## src/rtl/ex_operand_stage.sv

```systemverilog
// ID/EX pipeline register and execute-stage operand selector for the 32-bit ALU.
// Handles EX/MEM and MEM/WB forwarding, load-use stalls, flush bubbles and opcode sanitising.
module ex_operand_stage #(
    parameter int WIDTH = 32,
    parameter int RA_W  = 5,
    parameter int OP_W  = 5
) (
    input  logic             clk,
    input  logic             rst_n,
    input  logic             id_valid,
    input  logic [OP_W-1:0]  id_op,
    input  logic [RA_W-1:0]  id_rs1,
    input  logic [RA_W-1:0]  id_rs2,
    input  logic [RA_W-1:0]  id_rd,
    input  logic [WIDTH-1:0] id_rs1_data,
    input  logic [WIDTH-1:0] id_rs2_data,
    input  logic [WIDTH-1:0] id_imm,
    input  logic             id_use_imm,
    input  logic             id_uses_rs2,
    input  logic             id_is_load,
    input  logic             id_reg_write,
    input  logic             flush,
    input  logic             exmem_reg_write,
    input  logic [RA_W-1:0]  exmem_rd,
    input  logic [WIDTH-1:0] exmem_result,
    input  logic             memwb_reg_write,
    input  logic [RA_W-1:0]  memwb_rd,
    input  logic [WIDTH-1:0] memwb_result,
    output logic             stall,
    output logic             ex_valid,
    output logic [OP_W-1:0]  ex_op,
    output logic [WIDTH-1:0] ex_a,
    output logic [WIDTH-1:0] ex_b,
    output logic [RA_W-1:0]  ex_rd,
    output logic             ex_reg_write,
    output logic             ex_is_load,
    output logic             ex_illegal
);

    logic             valid_q, valid_d;
    logic [OP_W-1:0]  op_q, op_d;
    logic [RA_W-1:0]  rs1_q, rs1_d, rs2_q, rs2_d, rd_q, rd_d;
    logic [WIDTH-1:0] rs1_data_q, rs1_data_d, rs2_data_q, rs2_data_d, imm_q, imm_d;
    logic             use_imm_q, use_imm_d;
    logic             is_load_q, is_load_d;
    logic             reg_write_q, reg_write_d;
    logic             illegal_q, illegal_d;

    logic             op_legal;
    logic             bad_op;
    logic [WIDTH-1:0] fwd_rs1, fwd_rs2;

    always_comb begin
        op_legal = (id_op == OP_W'(5'b00000)) || (id_op == OP_W'(5'b00001)) ||
                   (id_op == OP_W'(5'b00010)) || (id_op == OP_W'(5'b00100)) ||
                   (id_op == OP_W'(5'b00101)) || (id_op == OP_W'(5'b00110));
        bad_op   = id_valid & ~op_legal;
    end

    // Load-use hazard: the load in EX has no result yet for the instruction in ID.
    always_comb begin
        stall = id_valid & valid_q & is_load_q & (rd_q != '0) &
                ((rd_q == id_rs1) | (id_uses_rs2 & ~id_use_imm & (rd_q == id_rs2)));
    end

    always_comb begin
        valid_d     = 1'b0;
        op_d        = '0;
        rs1_d       = '0;
        rs2_d       = '0;
        rd_d        = '0;
        rs1_data_d  = '0;
        rs2_data_d  = '0;
        imm_d       = '0;
        use_imm_d   = 1'b0;
        is_load_d   = 1'b0;
        reg_write_d = 1'b0;
        illegal_d   = 1'b0;
        if (!flush && !stall) begin
            valid_d     = id_valid;
            // Unimplemented ops never reach the ALU, even in invalid slots.
            op_d        = op_legal ? id_op : '0;
            rs1_d       = id_rs1;
            rs2_d       = id_rs2;
            rd_d        = id_rd;
            rs1_data_d  = id_rs1_data;
            rs2_data_d  = id_rs2_data;
            imm_d       = id_imm;
            use_imm_d   = id_use_imm;
            is_load_d   = id_is_load;
            reg_write_d = id_reg_write & ~bad_op;
            illegal_d   = bad_op;
        end
    end

    always_ff @(posedge clk or negedge rst_n) begin
        if (!rst_n) begin
            valid_q     <= 1'b0;
            op_q        <= '0;
            rs1_q       <= '0;
            rs2_q       <= '0;
            rd_q        <= '0;
            rs1_data_q  <= '0;
            rs2_data_q  <= '0;
            imm_q       <= '0;
            use_imm_q   <= 1'b0;
            is_load_q   <= 1'b0;
            reg_write_q <= 1'b0;
            illegal_q   <= 1'b0;
        end else begin
            valid_q     <= valid_d;
            op_q        <= op_d;
            rs1_q       <= rs1_d;
            rs2_q       <= rs2_d;
            rd_q        <= rd_d;
            rs1_data_q  <= rs1_data_d;
            rs2_data_q  <= rs2_data_d;
            imm_q       <= imm_d;
            use_imm_q   <= use_imm_d;
            is_load_q   <= is_load_d;
            reg_write_q <= reg_write_d;
            illegal_q   <= illegal_d;
        end
    end

    // The nearer producer (EX/MEM) wins; register 0 is hard-wired and never forwarded.
    always_comb begin
        fwd_rs1 = rs1_data_q;
        if (rs1_q != '0 && exmem_reg_write && exmem_rd == rs1_q)
            fwd_rs1 = exmem_result;
        else if (rs1_q != '0 && memwb_reg_write && memwb_rd == rs1_q)
            fwd_rs1 = memwb_result;

        fwd_rs2 = rs2_data_q;
        if (rs2_q != '0 && exmem_reg_write && exmem_rd == rs2_q)
            fwd_rs2 = exmem_result;
        else if (rs2_q != '0 && memwb_reg_write && memwb_rd == rs2_q)
            fwd_rs2 = memwb_result;
    end

    always_comb begin
        ex_valid     = valid_q;
        ex_op        = op_q;
        ex_rd        = rd_q;
        ex_reg_write = reg_write_q;
        ex_is_load   = is_load_q;
        ex_illegal   = illegal_q;
        ex_a         = valid_q ? fwd_rs1 : '0;
        ex_b         = valid_q ? (use_imm_q ? imm_q : fwd_rs2) : '0;
    end

endmodule
```

## config.mk

```make
export PLATFORM = sky130hd
export DESIGN_NAME = ex_operand_stage
export DESIGN_NICKNAME = d
export VERILOG_FILES = /design/src/rtl/ex_operand_stage.sv
export SDC_FILE = /design/constraint.sdc
export NUM_CORES = 1
export LEC_CHECK = 0
export ABC_AREA = 1
export CORE_ASPECT_RATIO = 1.75
export CORE_UTILIZATION = 41
export CTS_BUF_LIST = sky130_fd_sc_hd__clkbuf_4 sky130_fd_sc_hd__clkbuf_8
export DETAILED_ROUTE_END_ITERATION = 10
export HOLD_SLACK_MARGIN = 0.12
export PLACE_DENSITY = 0.82
export SLEW_MARGIN = 10
export SYNTH_ARGS = -nofsm -noshare
export SYNTH_HDL_FRONTEND = slang
export SYNTH_SLANG_ARGS = --single-unit
```

## constraint.sdc

```tcl
create_clock -name clk -period 2.5 [get_ports clk]
set_clock_uncertainty 0.2 [all_clocks]
set_input_delay 0.75 -clock clk [delete_from_list [all_inputs] [get_ports clk]]
set_output_delay 0.75 -clock clk [all_outputs]
set_load 0.05 [all_outputs]
```

# [Word level (Yosys, flattened, before mapping)]
# Cells that the tools add are included.
[word_totals] register_bits=121 in_bits=200 output_inout_bits=79 elab_cells=75
[op_classes] eq_ne=11 mux=20 bitwise_logic=12 reduce_logical=20
[ops] op="two-way mux 32 bit" n=10
[ops] op="== test 5 bit" n=6
[ops] op="two-way mux 5 bit" n=5
[ops] op="== test 5 x 3 -> 1 bit, second input constant" n=3
[ops] op="nonzero test 5 bit" n=3
[ops] op="logical AND 1 bit" n=9
[ops] op="AND 1 bit" n=8
[ops] op="== test 5 x 1 -> 1 bit, second input constant" n=1
[ops] op="== test 5 x 2 -> 1 bit, second input constant" n=1
[ops] op="logical NOT 5 bit" n=1
[ops] op="logical OR 1 bit" n=5
[ops] op="two-way mux 1 bit" n=5
[ops] op="inverter 1 bit" n=3
[ops] op="logical NOT 1 bit" n=2
[ops] op="bitwise OR 1 bit" n=1

# [Depth between registers and ports, before layout]
[logic_depth] word_depth=11 ltp_mapped=11 mapped_depth_nobuf=10

# [Worst setup path before layout]
# Ideal clock, no wire load.
[synth_path] path_type="in2out" start="input port memwb_rd[1]" end="output port ex_b[10]" arrival_time_ns=2.287 t_required_ns=1.550 path_slack_ns=-0.737 path_stages=11 n_path_buf=1 cell_sequence="inv_1 > nand2_1 > nand2_1 > inv_1 > nand2_1 > nor2_2 > nand2_1 > buf_2 > nand2_1 > nand3_1 > a21oi_1"
[synth_between] elab_chain_cells=6
[synth_rtl] item="start: declaration" line_no="27" source="input logic [RA_W-1:0] memwb_rd,"
[synth_rtl] item="== test 5 bit" line_no="137" source="else if (rs2_q != '0 && memwb_reg_write && memwb_rd == rs2_q)"
[synth_rtl] item="logical AND 1 bit" line_no="137"
[synth_rtl] item="two-way mux 32 bit" line_no="137"
[synth_rtl] item="two-way mux 32 bit" line_no="135" source="if (rs2_q != '0 && exmem_reg_write && exmem_rd == rs2_q)"
[synth_rtl] item="two-way mux 32 bit (2 in series)" line_no="149" source="ex_b = valid_q ? (use_imm_q ? imm_q : fwd_rs2) : '0;"
[synth_rtl] item="end: declaration" line_no="33" source="output logic [WIDTH-1:0] ex_b,"
# Every way passes these cells.

# [Worst setup path after layout]
[layout_path] start="register rs1_q[1]" end="output port ex_a[15]"
[layout_between] elab_chain_cells=6 word_cells_on_any_way=10 classes_between="eq/ne (2); mux (3); reduce/logical (5)"
[layout_rtl] item="start: declaration" line_no="42" source="logic [RA_W-1:0] rs1_q, rs1_d, rs2_q, rs2_d, rd_q, rd_d;"
[layout_rtl] item="start signal: assignment" line_no="113" source="rs1_q <= rs1_d;"
[layout_rtl] item="nonzero test 5 bit" line_no="129, 131"
[layout_rtl] item="logical AND 1 bit (2 in series)" line_no="131" source="else if (rs1_q != '0 && memwb_reg_write && memwb_rd == rs1_q)"
[layout_rtl] item="two-way mux 32 bit" line_no="131"
[layout_rtl] item="two-way mux 32 bit *" line_no="129" source="if (rs1_q != '0 && exmem_reg_write && exmem_rd == rs1_q)"
[layout_rtl] item="two-way mux 32 bit *" line_no="148" source="ex_a = valid_q ? fwd_rs1 : '0;"
[layout_rtl] item="end: declaration" line_no="32" source="output logic [WIDTH-1:0] ex_a,"
# Every way passes the cells marked *; elsewhere a longest branch is shown, timed or not.

==> report_table.html <==
<table>
<tr><th>Metric</th><th>Value</th></tr>
<tr><th colspan="2">Run status</th></tr>
<tr><td>Status</td><td>finished with violations</td></tr>
<tr><td>Violated checks</td><td>setup timing</td></tr>
<tr><th colspan="2">Critical path</th></tr>
<tr><td>CP endpoint kind</td><td>primary output</td></tr>
<tr><td>Buffers &amp; Inverters on Critical Path</td><td>7</td></tr>
<tr><td>Cells along the critical path</td><td>buf_6 &gt; nand2_4 &gt; nand4_1 &gt; nor2_4 &gt; buf_6 &gt; buf_12 &gt; buf_16 &gt; nand3b_1 &gt; nand2_1 &gt; inv_2 &gt; nand2_2 &gt; clkinvlp_4 &gt; buf_12</td></tr>
<tr><td>Startpoint type of the worst setup path</td><td>flip-flop</td></tr>
<tr><td>Crit path max fanout</td><td>6</td></tr>
<tr><td>Required arrival time at the worst endpoint</td><td>1.55 ns</td></tr>
<tr><td>Arrival @ worst endpoint</td><td>2.39 ns</td></tr>
<tr><td>Slowest cell on the critical path</td><td>sky130_fd_sc_hd__dfrtp_1</td></tr>
<tr><td>Kind of cell with the highest combined delay on the critical path</td><td>buffers and inverters</td></tr>
<tr><td>Worst setup path class</td><td>flip-flop to primary output</td></tr>
<tr><td>Largest stage delay, worst path</td><td>0.42 ns</td></tr>
<tr><th colspan="2">Clock tree</th></tr>
<tr><td>Clock slew at reported path FFs</td><td>0.09 ns</td></tr>
<tr><td>TritonCTS Buffers</td><td>17</td></tr>
<tr><td>Root Buffer</td><td>sky130_fd_sc_hd__clkbuf_8</td></tr>
<tr><td>Clock sinks</td><td>121</td></tr>
<tr><td>CTS tree</td><td>yes</td></tr>
<tr><td>Htree depth</td><td>4</td></tr>
<tr><td>Clock insertion delay at the later pin of the skew report</td><td>0.44 ns</td></tr>
<tr><td>Clock Tree Buf Depth</td><td>2</td></tr>
<tr><th colspan="2">STA</th></tr>
<tr><td>Unrepaired setup endpoints after global routing</td><td>yes</td></tr>
<tr><td>Setup slack of the critical path after layout</td><td>-0.842 ns</td></tr>
<tr><td>Count of final max-slew check failures</td><td>0</td></tr>
<tr><td>Number of hold violations in the final report</td><td>0</td></tr>
<tr><td>Period Utilization, post-route</td><td>134%</td></tr>
<tr><td>Setup violation total in the final timing report</td><td>66</td></tr>
<tr><td>Remaining max-slew budget at the tightest pin</td><td>64.5%</td></tr>
<tr><td>Post-route setup TNS</td><td>-45.83 ns</td></tr>
<tr><td>Slew at the pin closest to its max-slew limit</td><td>0.532 ns</td></tr>
<tr><td>Max Freq</td><td>0.299 GHz</td></tr>
<tr><td>Shortest clock period the worst path allows after layout</td><td>3.34 ns</td></tr>
<tr><th colspan="2">Finish</th></tr>
<tr><td>Post-layout net count</td><td>1643</td></tr>
<tr><td>Signed area change from the synthesized netlist to the final layout</td><td>103%</td></tr>
<tr><td>Most frequent standard cell in the layout excluding fill and tap cells</td><td>sky130_fd_sc_hd__inv_1</td></tr>
<tr><td>Most frequent cells in the layout</td><td>sky130_fd_sc_hd__inv_1, sky130_fd_sc_hd__clkdlybuf4s50_1, sky130_fd_sc_hd__nor2_1</td></tr>
<tr><td>Ratio of cells with drive above 1 in the final layout</td><td>39.2%</td></tr>
<tr><td>Filler cells</td><td>849</td></tr>
<tr><th colspan="2">Place</th></tr>
<tr><td>Global placer's final weighted congestion</td><td>0.926</td></tr>
<tr><td>Port Buf Inserts</td><td>278</td></tr>
<tr><td>Post-Place Setup Slack</td><td>-1.10 ns</td></tr>
<tr><td>Post-detailed-placement half-perimeter wirelength</td><td>21.0 mm</td></tr>
<tr><th colspan="2">Floorplan</th></tr>
<tr><td>Area of the placeable core</td><td>17100 um^2</td></tr>
<tr><td>Full die area</td><td>18200 um^2</td></tr>
<tr><td>Die Span X</td><td>102 um</td></tr>
<tr><td>Die boundary height</td><td>177 um</td></tr>
<tr><td>Standard-cell rows</td><td>63</td></tr>
<tr><td>Starting utilization of the core area</td><td>42.2%</td></tr>
<tr><td>Number of primary I/O pins</td><td>279</td></tr>
<tr><th colspan="2">Yosys</th></tr>
<tr><td>Count of mapped cells out of synthesis</td><td>1073</td></tr>
<tr><td>Synthesized cell area</td><td>7210 um^2</td></tr>
<tr><td>Number of warnings printed during yosys synthesis</td><td>0</td></tr>
<tr><td>Flop and latch count out of synthesis</td><td>121</td></tr>
<tr><td>Cell variety after synth</td><td>26</td></tr>
<tr><td>Synthesized area per cell</td><td>6.72 um^2</td></tr>
<tr><td>Seq/Total Area, Yosys</td><td>42.0%</td></tr>
<tr><th colspan="2">Routing</th></tr>
<tr><td>First-pass DRT Iterations</td><td>7</td></tr>
<tr><td>WL per Instance</td><td>21.8 um</td></tr>
<tr><td>Count of antenna-violating nets left after detailed routing</td><td>0</td></tr>
<tr><td>Total length of routed wires</td><td>36.8 mm</td></tr>
<tr><td>Number of vias after detailed routing</td><td>9208</td></tr>
<tr><td>Average vias per placed instance</td><td>5.46</td></tr>
<tr><td>Detailed Route Iter0 Violations</td><td>660</td></tr>
<tr><td>Number of DRC violations after detailed routing</td><td>0</td></tr>
<tr><th colspan="2">Power and ir drop</th></tr>
<tr><td>Switching share of total power</td><td>32.9%</td></tr>
<tr><td>Cell Pwr Density</td><td>410 nW/um^2</td></tr>
<tr><td>Worst VDD drop</td><td>0.344 mV</td></tr>
<tr><td>Leakage</td><td>7.01 nW</td></tr>
<tr><td>Clock power frac</td><td>33.3%</td></tr>
<tr><td>Part of the total power dissipated in sequential elements</td><td>35.1%</td></tr>
<tr><td>Power share of the combinational group</td><td>31.6%</td></tr>
<tr><td>Switching power</td><td>0.00198 W</td></tr>
<tr><td>Internal cell power</td><td>0.00403 W</td></tr>
<tr><th colspan="2">Global route</th></tr>
<tr><td>Total congestion overflow</td><td>0</td></tr>
<tr><td>Maximum number of pins on one net before global-route repair</td><td>53</td></tr>
<tr><td>Global-route wire length before repair</td><td>51.5 mm</td></tr>
<tr><td>Initial antenna violation count</td><td>3</td></tr>
<tr><td>Vias in the first global route</td><td>9565</td></tr>
<tr><td>Overall track demand over capacity in global routing</td><td>39.0%</td></tr>
<tr><th colspan="2">Min path</th></tr>
<tr><td>Hold Path Class</td><td>primary input to flip-flop</td></tr>
<tr><th colspan="2">Job</th></tr>
<tr><td>Count of max-cap constraint violations</td><td>0</td></tr>
</table>
-- power groups by stage --
stage / combinational (W) / clock [W] / sequential [W]
after floorplan: 0.000693 / 0 / 0.00216
after global placement: 0.00150 / 0 / 0.00213
after detailed placement: 0.00152 / 0 / 0.00213
after CTS: 0.00174 / 0.00201 / 0.00210
after global routing: 0.00199 / 0.00212 / 0.00212
final: 0.00190 / 0.00200 / 0.00211
-- final cells by class --
type	instances	area (um^2)	area share, %
multi-input combinational	619	4570	31.2
clock buffer	18	241	1.65
sequential	121	3030	20.7
clock inverter	14	196	1.34
inverter	274	1190	8.10
antenna	4	10.0	0.0683
tap	227	284	1.94
timing repair buffer	410	5140	35.1
-- registers in the layout (all words and copies together) (netlist names), 5 cells and up --
signal and flops:
ex_op 5, ex_rd 5, imm_q 32, rs1_data_q 32, rs1_q 5, rs2_data_q 32, rs2_q 5
-- worst reg2reg max path: stages (launching register included) --
cell                      delay, ns
sky130_fd_sc_hd__dfrtp_1       0.43
sky130_fd_sc_hd__buf_4         0.15
sky130_fd_sc_hd__xor2_1        0.14
sky130_fd_sc_hd__nor2_1        0.07
sky130_fd_sc_hd__nand3_1       0.08
sky130_fd_sc_hd__nand2_1       0.08
sky130_fd_sc_hd__nand2_2       0.09
sky130_fd_sc_hd__buf_4         0.13
sky130_fd_sc_hd__nand2_4       0.10
sky130_fd_sc_hd__buf_12        0.18
sky130_fd_sc_hd__nor2_1        0.36
-- final timing paths --
path	from	end	slack, ns	cells after the start
setup / recovery	rs1_q[1]	ex_a[15]	-0.84	13
hold reg to reg	ex_is_load	ex_valid	0.79	6
max in group asynchronous	rst_n	imm_q[14]	0.90	3
min in group asynchronous	rst_n	rs1_q[0]	0.57	2
setup reg to reg	ex_rd[2]	rs1_data_q[8]	0.35	10
hold / removal	id_rs2[2]	rs2_q[2]	0.47	4
-- cell usage after synthesis, drive strengths merged --
cell / n / area, um^2
inv: 274 / 1030
or2: 2 / 12.5
a21oi: 68 / 340
o21ai: 34 / 170
dfrtp: 121 / 3030
buf: 49 / 315
nand4: 5 / 31.3
conb: 1 / 3.75
nor2: 137 / 529
o22ai: 1 / 6.26
nor3: 2 / 10.0
xor2: 3 / 26.3
nand2: 195 / 732
nand3b: 32 / 240
o211ai: 2 / 15.0
nand3: 135 / 676
xnor2: 1 / 8.76
clkbuf: 11 / 41.3
-- metal layers --
metal	vias to the layer above	track usage, %	part of all wire [%]
met1	4348	38.2	31
met5	-	0	0
met4	0	30.8	9.3
li1	3949	-	-
met3	252	8.94	7.9
met2	659	68.8	52
-- stage by stage --
stage,total power (W),hold slack [ns],util [%],std cells,area [um^2]
after floorplan,0.00285,0.254,-,1074,8080
after global placement,0.00363,0.490,70.5,1583,12100
after detailed placement,0.00365,0.494,70.5,1583,12100
after CTS,0.00585,0.438,82.2,1676,14100
after global routing,0.00622,0.464,85.7,1686,14700
final,0.00601,0.467,85.7,1687,14700
-- what timing repair did --
item | in CTS | in global routing
buffers inserted | 47 | 8
gates cloned | 16 | 3
pin swaps | 101 | 66
hold buffers | 1 | 0
endpoints found under the setup margin | 74 | 67
hold endpoints to repair | 22 | 0
resized for setup | 294 | 123
-- logic make-up after synthesis --
group                     after synthesis  share of synthesized area, %
AOI/OAI and AO/OA                     105                          7.37
and+or+nand+nor                       508                          30.9
xor gates and xnor gates                4                         0.486
buffers and inverters                 334                          19.2
DFF                                   121                          42.0
other                                   1                        0.0520
(Power assumes the default switching activity.)
